## src/rtl/fighter_sprite_anim_pkg.sv

```systemverilog
// Shared move ids, per-move animation tables, sprite-sheet addressing and FSM states
// for the fighter sprite engine.
package fighter_sprite_pkg;
  localparam int PKG_MOVES = 4;

  typedef enum logic [1:0] {
    MOVE_STAND = 2'd0,
    MOVE_PUNCH = 2'd1,
    MOVE_JUMP  = 2'd2,
    MOVE_KICK  = 2'd3
  } move_e;

  typedef enum logic {IDLE = 1'b0, PLAY = 1'b1} state_e;

  localparam int LEN  [PKG_MOVES] = '{4, 3, 4, 3};
  localparam bit LOOP [PKG_MOVES] = '{1'b1, 1'b0, 1'b0, 1'b0};

  // Sheet layout: every move owns MAX_FRAMES consecutive full-size frames.
  function automatic int base_addr(int move, int frame, int max_frames, int frame_px);
    return (move * max_frames + frame) * frame_px;
  endfunction
endpackage

```

## src/rtl/fighter_sprite_anim_if.sv

```systemverilog
// Move-request strobe plus the sync sprite-ROM bus; slave side is the sprite engine.
interface fighter_sprite_anim_if #(
  parameter int RW     = 3,
  parameter int ROM_AW = 17
);
  logic [RW-1:0]     move_req;
  logic              move_req_valid;
  logic [ROM_AW-1:0] rom_addr;
  logic [11:0]       rom_data;

  modport master (output move_req, move_req_valid, rom_data, input rom_addr);
  modport slave  (input move_req, move_req_valid, rom_data, output rom_addr);
endinterface

```

## src/rtl/fighter_sprite_anim_pixel_pipe.sv

```systemverilog
// Two-stage pixel path: box test and flip, ROM address, then colour key on returned data.
module sprite_pixel_pipe
  import fighter_sprite_pkg::*;
#(
  parameter int          SPR_W      = 64,
  parameter int          SPR_H      = 96,
  parameter int          MAX_FRAMES = 4,
  parameter int          ROM_AW     = 17,
  parameter int          MW         = 2,
  parameter int          FW         = 2,
  parameter logic [11:0] KEY_RGB    = 12'hF0F
)(
  input  logic              clk,
  input  logic              rst_n,
  input  logic [9:0]        draw_x,
  input  logic [9:0]        draw_y,
  input  logic [9:0]        pos_x,
  input  logic [9:0]        pos_y,
  input  logic              blank,
  input  logic              facing,
  input  logic [MW-1:0]     move,
  input  logic [FW-1:0]     frame,
  input  logic [11:0]       rom_data,
  output logic [ROM_AW-1:0] rom_addr,
  output logic              sprite_on,
  output logic [11:0]       rgb
);
  localparam logic signed [10:0] C_W   = 11'(SPR_W);
  localparam logic signed [10:0] C_H   = 11'(SPR_H);
  localparam logic signed [10:0] C_WM1 = 11'(SPR_W - 1);

  logic signed [10:0] w_relx, w_rely;
  logic [10:0]        w_col;
  logic               w_in_box, w_opaque;
  logic [ROM_AW-1:0]  w_addr, r_rom_addr;
  logic [1:0]         r_vld_pipe;
  logic               r_on;
  logic [11:0]        r_rgb;

  // 11-bit signed offsets keep a sprite hanging off the screen edge from wrapping back in.
  assign w_relx   = $signed({1'b0, draw_x}) - $signed({1'b0, pos_x});
  assign w_rely   = $signed({1'b0, draw_y}) - $signed({1'b0, pos_y});
  assign w_in_box = (w_relx >= 11'sd0) && (w_relx < C_W) && (w_rely >= 11'sd0) && (w_rely < C_H);
  assign w_col    = facing ? 11'(C_WM1 - w_relx) : 11'(w_relx);
  assign w_addr   = ROM_AW'(base_addr(int'(move), int'(frame), MAX_FRAMES, SPR_W * SPR_H)
                            + int'(w_rely) * SPR_W + int'(w_col));
  assign w_opaque = r_vld_pipe[1] && (rom_data != KEY_RGB);

  always_ff @(posedge clk or negedge rst_n) begin
    if (!rst_n) begin
      r_rom_addr <= '0;
      r_vld_pipe <= '0;
      r_on       <= 1'b0;
      r_rgb      <= '0;
    end else begin
      if (w_in_box) r_rom_addr <= w_addr;
      r_vld_pipe <= {r_vld_pipe[0], w_in_box & blank};
      r_on       <= w_opaque;
      r_rgb      <= w_opaque ? rom_data : 12'h000;
    end
  end

  assign rom_addr  = r_rom_addr;
  assign sprite_on = r_on;
  assign rgb       = r_rgb;
endmodule

```

## src/rtl/fighter_sprite_anim.sv

```systemverilog
// Animated fighter sprite: move-request FSM, vsync-timed frame counters, tear-free
// display shadows and the pixel pipe that drives the external sprite ROM.
module fighter_sprite_anim
  import fighter_sprite_pkg::*;
#(
  parameter int          NUM_MOVES  = 4,
  parameter int          MAX_FRAMES = 4,
  parameter int          SPR_W      = 64,
  parameter int          SPR_H      = 96,
  parameter int          HOLD_TICKS = 6,
  parameter int          ROM_AW     = 17,
  parameter logic [11:0] KEY_RGB    = 12'hF0F,
  localparam int         MW         = $clog2(NUM_MOVES),
  localparam int         FW         = $clog2(MAX_FRAMES)
)(
  input  logic                  vga_clk,
  input  logic                  reset_n,
  input  logic                  frame_tick,
  input  logic                  facing_left,
  input  logic [9:0]            DrawX,
  input  logic [9:0]            DrawY,
  input  logic [9:0]            PosX,
  input  logic [9:0]            PosY,
  input  logic                  blank,
  fighter_sprite_anim_if.slave  bus,
  output logic [3:0]            red,
  output logic [3:0]            green,
  output logic [3:0]            blue,
  output logic                  sprite_on,
  output logic                  busy,
  output logic [MW-1:0]         move_cur
);
  localparam int HW = (HOLD_TICKS > 1) ? $clog2(HOLD_TICKS) : 1;

  state_e        r_state, w_state_nx;
  logic [MW-1:0] r_move, w_move_nx, r_disp_move;
  logic [FW-1:0] r_frame, w_frame_nx, r_disp_frame;
  logic [HW-1:0] r_hold, w_hold_nx;
  logic          r_disp_facing;
  logic          w_req_ok, w_hold_done, w_last_frame;
  logic [11:0]   w_rgb;

  // The request field carries one spare bit so out-of-range ids arrive intact and get dropped.
  assign w_req_ok     = bus.move_req_valid && (r_state == IDLE) && (int'(bus.move_req) < NUM_MOVES);
  assign w_hold_done  = (int'(r_hold) == HOLD_TICKS - 1);
  assign w_last_frame = (int'(r_frame) == LEN[r_move] - 1);

  always_comb begin
    w_state_nx = r_state;
    w_move_nx  = r_move;
    w_frame_nx = r_frame;
    w_hold_nx  = r_hold;
    if (w_req_ok) begin
      w_move_nx  = MW'(bus.move_req);
      w_frame_nx = '0;
      w_hold_nx  = '0;
      w_state_nx = LOOP[MW'(bus.move_req)] ? IDLE : PLAY;
    end else if (frame_tick) begin
      if (!w_hold_done) begin
        w_hold_nx = r_hold + 1'b1;
      end else begin
        w_hold_nx = '0;
        if (!w_last_frame) begin
          w_frame_nx = r_frame + 1'b1;
        end else begin
          w_frame_nx = '0;
          if (r_state == PLAY) begin
            w_state_nx = IDLE;
            w_move_nx  = MW'(MOVE_STAND);
          end
        end
      end
    end
  end

  always_ff @(posedge vga_clk or negedge reset_n) begin
    if (!reset_n) begin
      r_state       <= IDLE;
      r_move        <= '0;
      r_frame       <= '0;
      r_hold        <= '0;
      r_disp_move   <= '0;
      r_disp_frame  <= '0;
      r_disp_facing <= 1'b0;
    end else begin
      r_state <= w_state_nx;
      r_move  <= w_move_nx;
      r_frame <= w_frame_nx;
      r_hold  <= w_hold_nx;
      // Display copies only move on vsync so a frame is never drawn half old, half new.
      if (frame_tick) begin
        r_disp_move   <= w_move_nx;
        r_disp_frame  <= w_frame_nx;
        r_disp_facing <= facing_left;
      end
    end
  end

  sprite_pixel_pipe #(
    .SPR_W(SPR_W), .SPR_H(SPR_H), .MAX_FRAMES(MAX_FRAMES), .ROM_AW(ROM_AW),
    .MW(MW), .FW(FW), .KEY_RGB(KEY_RGB)
  ) u_pipe (
    .clk(vga_clk), .rst_n(reset_n),
    .draw_x(DrawX), .draw_y(DrawY), .pos_x(PosX), .pos_y(PosY),
    .blank(blank), .facing(r_disp_facing), .move(r_disp_move), .frame(r_disp_frame),
    .rom_data(bus.rom_data), .rom_addr(bus.rom_addr),
    .sprite_on(sprite_on), .rgb(w_rgb)
  );

  assign {red, green, blue} = w_rgb;
  assign busy     = (r_state == PLAY);
  assign move_cur = r_disp_move;
endmodule

```

## src/flat_wrapper.sv

```systemverilog
// flat-port wrapper written by rule: the top's interface ports become plain ports
module fighter_sprite_anim_flat import fighter_sprite_pkg::*;
#(
  parameter int          NUM_MOVES  = 4,
  parameter int          MAX_FRAMES = 4,
  parameter int          SPR_W      = 64,
  parameter int          SPR_H      = 96,
  parameter int          HOLD_TICKS = 6,
  parameter int          ROM_AW     = 17,
  parameter logic [11:0] KEY_RGB    = 12'hF0F,
  localparam int         MW         = $clog2(NUM_MOVES),
  localparam int         FW         = $clog2(MAX_FRAMES)
)
  (vga_clk, reset_n, frame_tick, facing_left, DrawX, DrawY, PosX, PosY, blank, red, green, blue, sprite_on, busy, move_cur, bus_move_req, bus_move_req_valid, bus_rom_data, bus_rom_addr);
  fighter_sprite_anim_if #(.RW(3), .ROM_AW(ROM_AW)) bus_i ();
  input  logic vga_clk;
  input  logic reset_n;
  input  logic frame_tick;
  input  logic facing_left;
  input  logic [9:0] DrawX;
  input  logic [9:0] DrawY;
  input  logic [9:0] PosX;
  input  logic [9:0] PosY;
  input  logic blank;
  output logic [3:0] red;
  output logic [3:0] green;
  output logic [3:0] blue;
  output logic sprite_on;
  output logic busy;
  output logic [MW-1:0] move_cur;
  input wire logic [$bits(bus_i.move_req)-1:0] bus_move_req;
  input wire logic [$bits(bus_i.move_req_valid)-1:0] bus_move_req_valid;
  input wire logic [$bits(bus_i.rom_data)-1:0] bus_rom_data;
  output wire logic [$bits(bus_i.rom_addr)-1:0] bus_rom_addr;
  assign bus_i.move_req = bus_move_req;
  assign bus_i.move_req_valid = bus_move_req_valid;
  assign bus_i.rom_data = bus_rom_data;
  assign bus_rom_addr = bus_i.rom_addr;
  fighter_sprite_anim #(.NUM_MOVES(NUM_MOVES), .MAX_FRAMES(MAX_FRAMES), .SPR_W(SPR_W), .SPR_H(SPR_H), .HOLD_TICKS(HOLD_TICKS), .ROM_AW(ROM_AW), .KEY_RGB(KEY_RGB)) u_core (.vga_clk(vga_clk), .reset_n(reset_n), .frame_tick(frame_tick), .facing_left(facing_left), .DrawX(DrawX), .DrawY(DrawY), .PosX(PosX), .PosY(PosY), .blank(blank), .bus(bus_i), .red(red), .green(green), .blue(blue), .sprite_on(sprite_on), .busy(busy), .move_cur(move_cur));
endmodule
```

## config.mk

```make
export PLATFORM = sky130hd
export DESIGN_NAME = fighter_sprite_anim_flat
export DESIGN_NICKNAME = d
export VERILOG_FILES = /design/src/rtl/fighter_sprite_anim_pkg.sv /design/src/rtl/fighter_sprite_anim_if.sv /design/src/rtl/fighter_sprite_anim_pixel_pipe.sv /design/src/rtl/fighter_sprite_anim.sv /design/src/flat_wrapper.sv
export SDC_FILE = /design/constraint.sdc
export NUM_CORES = 1
export LEC_CHECK = 0
export ABC_AREA = 1
export CORE_AREA = 3 3 91 93
export CTS_CLUSTER_DIAMETER = 80
export CTS_CLUSTER_SIZE = 12
export DETAILED_ROUTE_END_ITERATION = 8
export DIE_AREA = 0 0 94 96
export GPL_TIMING_DRIVEN = 0
export PLACE_DENSITY = 0.82
export SYNTH_ARGS = -nofsm -noshare
export SYNTH_HDL_FRONTEND = slang
export SYNTH_SLANG_ARGS = --single-unit
```

## constraint.sdc

```tcl
create_clock -name vga_clk -period 2.6 [get_ports vga_clk]
set_input_delay 0.65 -clock vga_clk [delete_from_list [all_inputs] [get_ports vga_clk]]
set_output_delay 0.65 -clock vga_clk [all_outputs]
set_load 0.1 [all_outputs]
```

Yosys cells after proc, flatten, opt, wreduce, memory -nomap -nowiden
Cells that the tools add are included.
W data, S select, Z words.
{"block": "totals", "elab_cells": 70, "reg_bits": 45, "output_inout_bits": 33}
{"block": "classes", "bitwise": 4, "magnitude_cmp": 7, "n_reduce_logical": 10, "muxes": 25, "n_eq_ne": 3, "n_addsub": 9, "mul": 1}
{"op": "$bmux W32 S2", "count": 1}
{"op": "$mux W32", "count": 2}
{"op": "$eq A3 B32 Y1", "count": 1}
{"op": "$sub A32 B2 Y32 const B", "count": 1}
{"op": "$ge A11 B1 Y1 const B", "count": 2}
{"op": "$lt A11 B8 Y1 const B", "count": 2}
{"op": "$sub A10 B10 Y11", "count": 2}
{"op": "$mux W2", "count": 9}
{"op": "$add A17 B12 Y17", "count": 1}
{"op": "$add A17 B17 Y17", "count": 1}
{"op": "$mux W12", "count": 1}
{"op": "$ne A12 B12 Y1 const B", "count": 1}
{"op": "$mux W11", "count": 1}
{"op": "$sub A7 B11 Y11 const A", "count": 1}
{"op": "$mux W3", "count": 3}
{"op": "$mux W1", "count": 7}
{"op": "$ge A3 B3 Y1 const B", "count": 2}
{"op": "$logic_and A1 B1 Y1", "count": 6}
{"op": "$mul A5 B2 Y6 const B", "count": 1}
{"op": "$not A2 Y3", "count": 2}
{"op": "$reduce_bool A2 Y1", "count": 3}
{"op": "$add A4 B2 Y5", "count": 1}
{"op": "$add A3 B1 Y3 const B", "count": 1}
{"op": "$eq A3 B3 Y1 const B", "count": 1}
{"op": "6 further kinds", "count": 6}

Longest topological paths before layout
{"block": "depth", "ltp_word": 10, "ltp_mapped": 28, "ltp_nobuf": 28}

Cells and area by module
Synthesis repeated with hierarchy kept, for this count alone.
{"block": "unflattened", "hier_cells": 572, "hier_area_um2": 3968.8}
{"mod": "sprite_pixel_pipe", "n_inst": 1, "cells_per_inst": 490, "area_per_inst_um2": 3296.9}
{"mod": "fighter_sprite_anim", "n_inst": 1, "cells_per_inst": 82, "area_per_inst_um2": 671.9}

Worst setup path before layout
No wires, ideal clock.
{"block": "synth_timing", "kind": "in2reg", "from": "input port DrawX[0]", "to": "register u_core.u_pipe.r_rom_addr[14], in the netlist u_core.u_pipe.rom_addr[14]", "path_stages": 18, "setup_ns": 0.122, "path_buffers": 0, "arrival_ns": 3.303, "slack_ns": -0.825, "path_cell_list": "inv_1 > ha_1 > fa_1 > o21ai_0 > nand4_1 > nand3b_1 > nand2_1 > ha_1 > nand2_1 > o21ai_0 > fa_1 > nand3_1 > nand3_1 > nand4_1 > nand2_1 > xor2_1 > nand3_1 > nand2_1"}
{"block": "synth_between", "elab_chain_len": 5, "word_cells_on_any_way": 9, "classes_between": "add/sub: 3; order compare: 2; mux: 1; reduce/logical: 3"}
{"item": "start, declared", "line": "flat_wrapper.sv:20", "text": "input logic [9:0] DrawX;"}
{"item": "$sub A10 B10 Y11 (*)", "line": "fighter_sprite_anim_pixel_pipe.sv:41", "text": "assign w_relx = $signed({1'b0, draw_x}) - $signed({1'b0, pos_x});"}
{"item": "parallel branches: the longest is 4 deep, another holds $add A17 B12 Y17"}
{"item": "end signal, assigned", "line": "fighter_sprite_anim_pixel_pipe.sv:56", "text": "if (w_in_box) r_rom_addr <= w_addr;"}
{"item": "end, declared", "line": "fighter_sprite_anim_pixel_pipe.sv:35", "text": "logic [ROM_AW-1:0] w_addr, r_rom_addr;"}
Every way passes the cells marked *.
A chain may end at the register's enable or synchronous reset.

Final worst setup path
{"block": "layout_timing", "from": "input port DrawX[0]", "to": "register u_core.u_pipe.r_rom_addr[16], in the netlist u_core.u_pipe.rom_addr[16]"}
The elaborated chain is that of the path after synthesis.

==> metrics.cfg <==
[run_status]
status = finished with violations
violations = negative setup slack

[die]
die_y_um = 96
start_util_pct = 50.7
rows = 32
dieArea_um2 = 9020
core_um2 = 7610
die_w_um = 94
pin_count = 94

[detailed_routing]
ant_nets = 0
drt-initial-drc-count = 189
vias = 4048
drt-vias-per-instance = 5.10
routedWlPerCell_um = 13.4
wirelength_um = 10600
drtPass1Iterations = 5
drc_errors = 0

[global_routing]
grt_max_degree = 39
grt_pass1_vias = 3861
grt_pass1_wl_um = 16300
grt_use_total_pct = 22.2
grt_antenna_before_repair = 0
overflow = 0

[pwr]
p_per_area_nw_per_um2 = 641
p_leak_nw = 3.11
p_total_mw = 3.69
ir_worst_vdd_uv = 320

[cts]
root_buffer = clkbuf_8
ctsHoldBuffers = 0
cts_tree = built
worst_skew_pair.late_latency_ns = 0.30
cts_made_buffers = 5
ctsHtreeMaxLevel = 2
ctsLongestPathBuffers = 2
clock_sinks = 45
path_clk_slew_ns = 0.08

[timing]
setup_slack_ns = -0.624
min_period_over_period_pct = 124
rsz0062_at_grt = true
finClkSkew_ns = 0.00523
fmax_mhz = 310
worstMarginPinSlew_ns = 0.995
finalHoldWorstSlack_ns = 0.194
relSlewSlack_pct = 33.4
slew_viol_final = 0
hold_viol = 0
min_period_ns = 3.22
setup_viol = 18

[setup_path]
startpoint = DrawX[0]
timing.rr.start = u_core.move_cur[0]
cp_common_cell = nand2_1
crit_arrival_ns = 3.47
critical_path_class = in -> reg
cp-end-kind = register
critPathSlowestCell = fa_2
required_ns = 2.84
critPathBufInv = 4
path_max_fanout = 4
critPathMaxStageDelay_ns = 0.40
critPathLaunchType = input pin
critPathTopFamily = simple AND/OR/NAND/NOR gates

[synthesis]
yosys_warnings = 0
synth_ff_type = dfrtp_1
synthArstFlopShare_pct = 100
syn_inst = 564
synth_enable_flop_cells = 0
syn-num-nets = 666
synth.avg_cell_area_um2 = 6.83
synthesis.area_um2 = 3850
ys_seq_area_share_pct = 29.2
ys_types = 31
ys_ff_latch = 45

[placement]
numPortBuffers = 93
place_congestion = 0.835
dp.cells = 760
post-place-ws_ns = -1.38
hpwl_um = 7210

[final_layout]
syn_to_final_growth_pct = 49.3
drive_gt1_share_pct = 21.0
nNetsFinal = 793
n_antenna_cell = 0
fillers = 538
instances_no_fill = 793

[worst_hold_path]
hold_class = in -> async

[job]
drv_cap = 0

## routing by layer
layer  up-vias  track usage, %  part of all wire (%)
li1       2001               -                     -
met1      1874            24.7                    40
met2       145            42.8                    52
met3        28            3.05                   5.7
met4         0            8.06                   2.5
met5         -               0                     0
## layout by cell type, fill, tap and decap left out, types with 12 or more instances in the layout
master,Yosys,layout
dfrtp_1,45,45
inv_1,108,94
nand2_1,186,161
dlygate4sd2_1,0,12
ha_4,0,16
ha_1,37,17
inv_2,2,14
nand4_1,12,12
nor2_1,39,32
nand3_1,47,38
xor2_1,19,18
a21oi_1,20,12
clkdlybuf4s50_1,0,74
buf_4,2,22
nand2_2,2,22
## what timing repair did
item,CTS,global route
pin swaps,55,42
setup endpoints to repair,19,19
cloned,1,0
resized for setup,66,65
buffers inserted,20,6
## cells by family after synthesis
kind of cell               synth area share [%]
buffers and inverters                      11.8
xor gates and xnor gates                   5.68
AOI/OAI and AO/OA                          4.61
DFF                                        29.2
and+or+nand+nor                            34.6
adders and majority gates                  14.1
## state kept, by name, indices dropped and copies added (netlist names)
| name | flops |
|---|---|
| u_core.u_pipe.sprite_on | 1 |
| u_core.r_disp_facing | 1 |
| u_core.r_frame | 2 |
| u_core.u_pipe.rgb | 12 |
| u_core.r_move | 2 |
| u_core.u_pipe.rom_addr | 17 |
| u_core.u_pipe.r_vld_pipe | 2 |
| u_core.r_disp_frame | 2 |
| u_core.r_hold | 3 |
| u_core.busy | 1 |
| u_core.move_cur | 2 |
## path summary, 6_finish.rpt
path                                                    end  slack, ns  depth (start not counted)
worst max-delay path             u_core.u_pipe.rom_addr[16]      -0.62                         28
worst max register to register   u_core.u_pipe.rom_addr[16]       0.13                         14
worst min register to register  u_core.u_pipe.r_vld_pipe[1]       0.36                          0
min in group vga_clk            u_core.u_pipe.r_vld_pipe[1]       0.36                          0
max in group asynchronous              u_core.u_pipe.rgb[0]       1.96                          2
worst min-delay path                       u_core.r_move[0]       0.19                          1
## synth_stat cells (all sizes together), types with 6 or more instances
cell     n  area (um2)
nand2  189         722
inv    110         413
nand3   50         273
dfrtp   45        1130
nor2    43         204
ha      37         463
a21oi   20         100
xor2    19         166
nand4   12        75.1
o21ai    8        40.0
xnor2    6        52.6
## final cells by class
| type | count | area [um2] | share of cell area, % |
|---|---|---|---|
| multi-input combinational | 402 | 2770 | 48.1 |
| timing repair buffer | 120 | 1170 | 20.3 |
| sequential | 45 | 1130 | 19.6 |
| inverter | 110 | 423 | 7.35 |
| tap | 102 | 128 | 2.22 |
| clock buffer | 5 | 68.8 | 1.20 |
| buffer | 7 | 41.3 | 0.718 |
| clock inverter | 2 | 35.0 | 0.609 |
## per-stage QoR
step	utilization, %	TNS [ns]	area [um2]
floorplan	-	-5.57	3950
global placement	65.8	-28.12	5010
detailed placement	66.0	-21.18	5020
CTS	72.0	-6.63	5470
global route	75.6	-11.60	5750
finish	75.6	-9.20	5750
## power breakdown
group / switching [mW] / leakage (nW) / internal, mW
Sequential: 0.0922 / 0.608 / 0.784
Clock: 0.228 / 0.0540 / 0.279
Combinational: 1.35 / 2.45 / 0.957
## worst register-to-register path, stage by stage, from the launching register on
cell	delay, ns
dfrtp_1	0.47
inv_1	0.07
ha_1	0.32
o21ai_0	0.21
xor2_1	0.31
ha_4	0.27
nand2_1	0.09
a21oi_1	0.05
nor2_1	0.15
nand2_1	0.07
nor2_1	0.12
nand3_1	0.09
nand2_1	0.08
nand3_1	0.06
nand2_1	0.06
(Power assumes the default switching activity.)
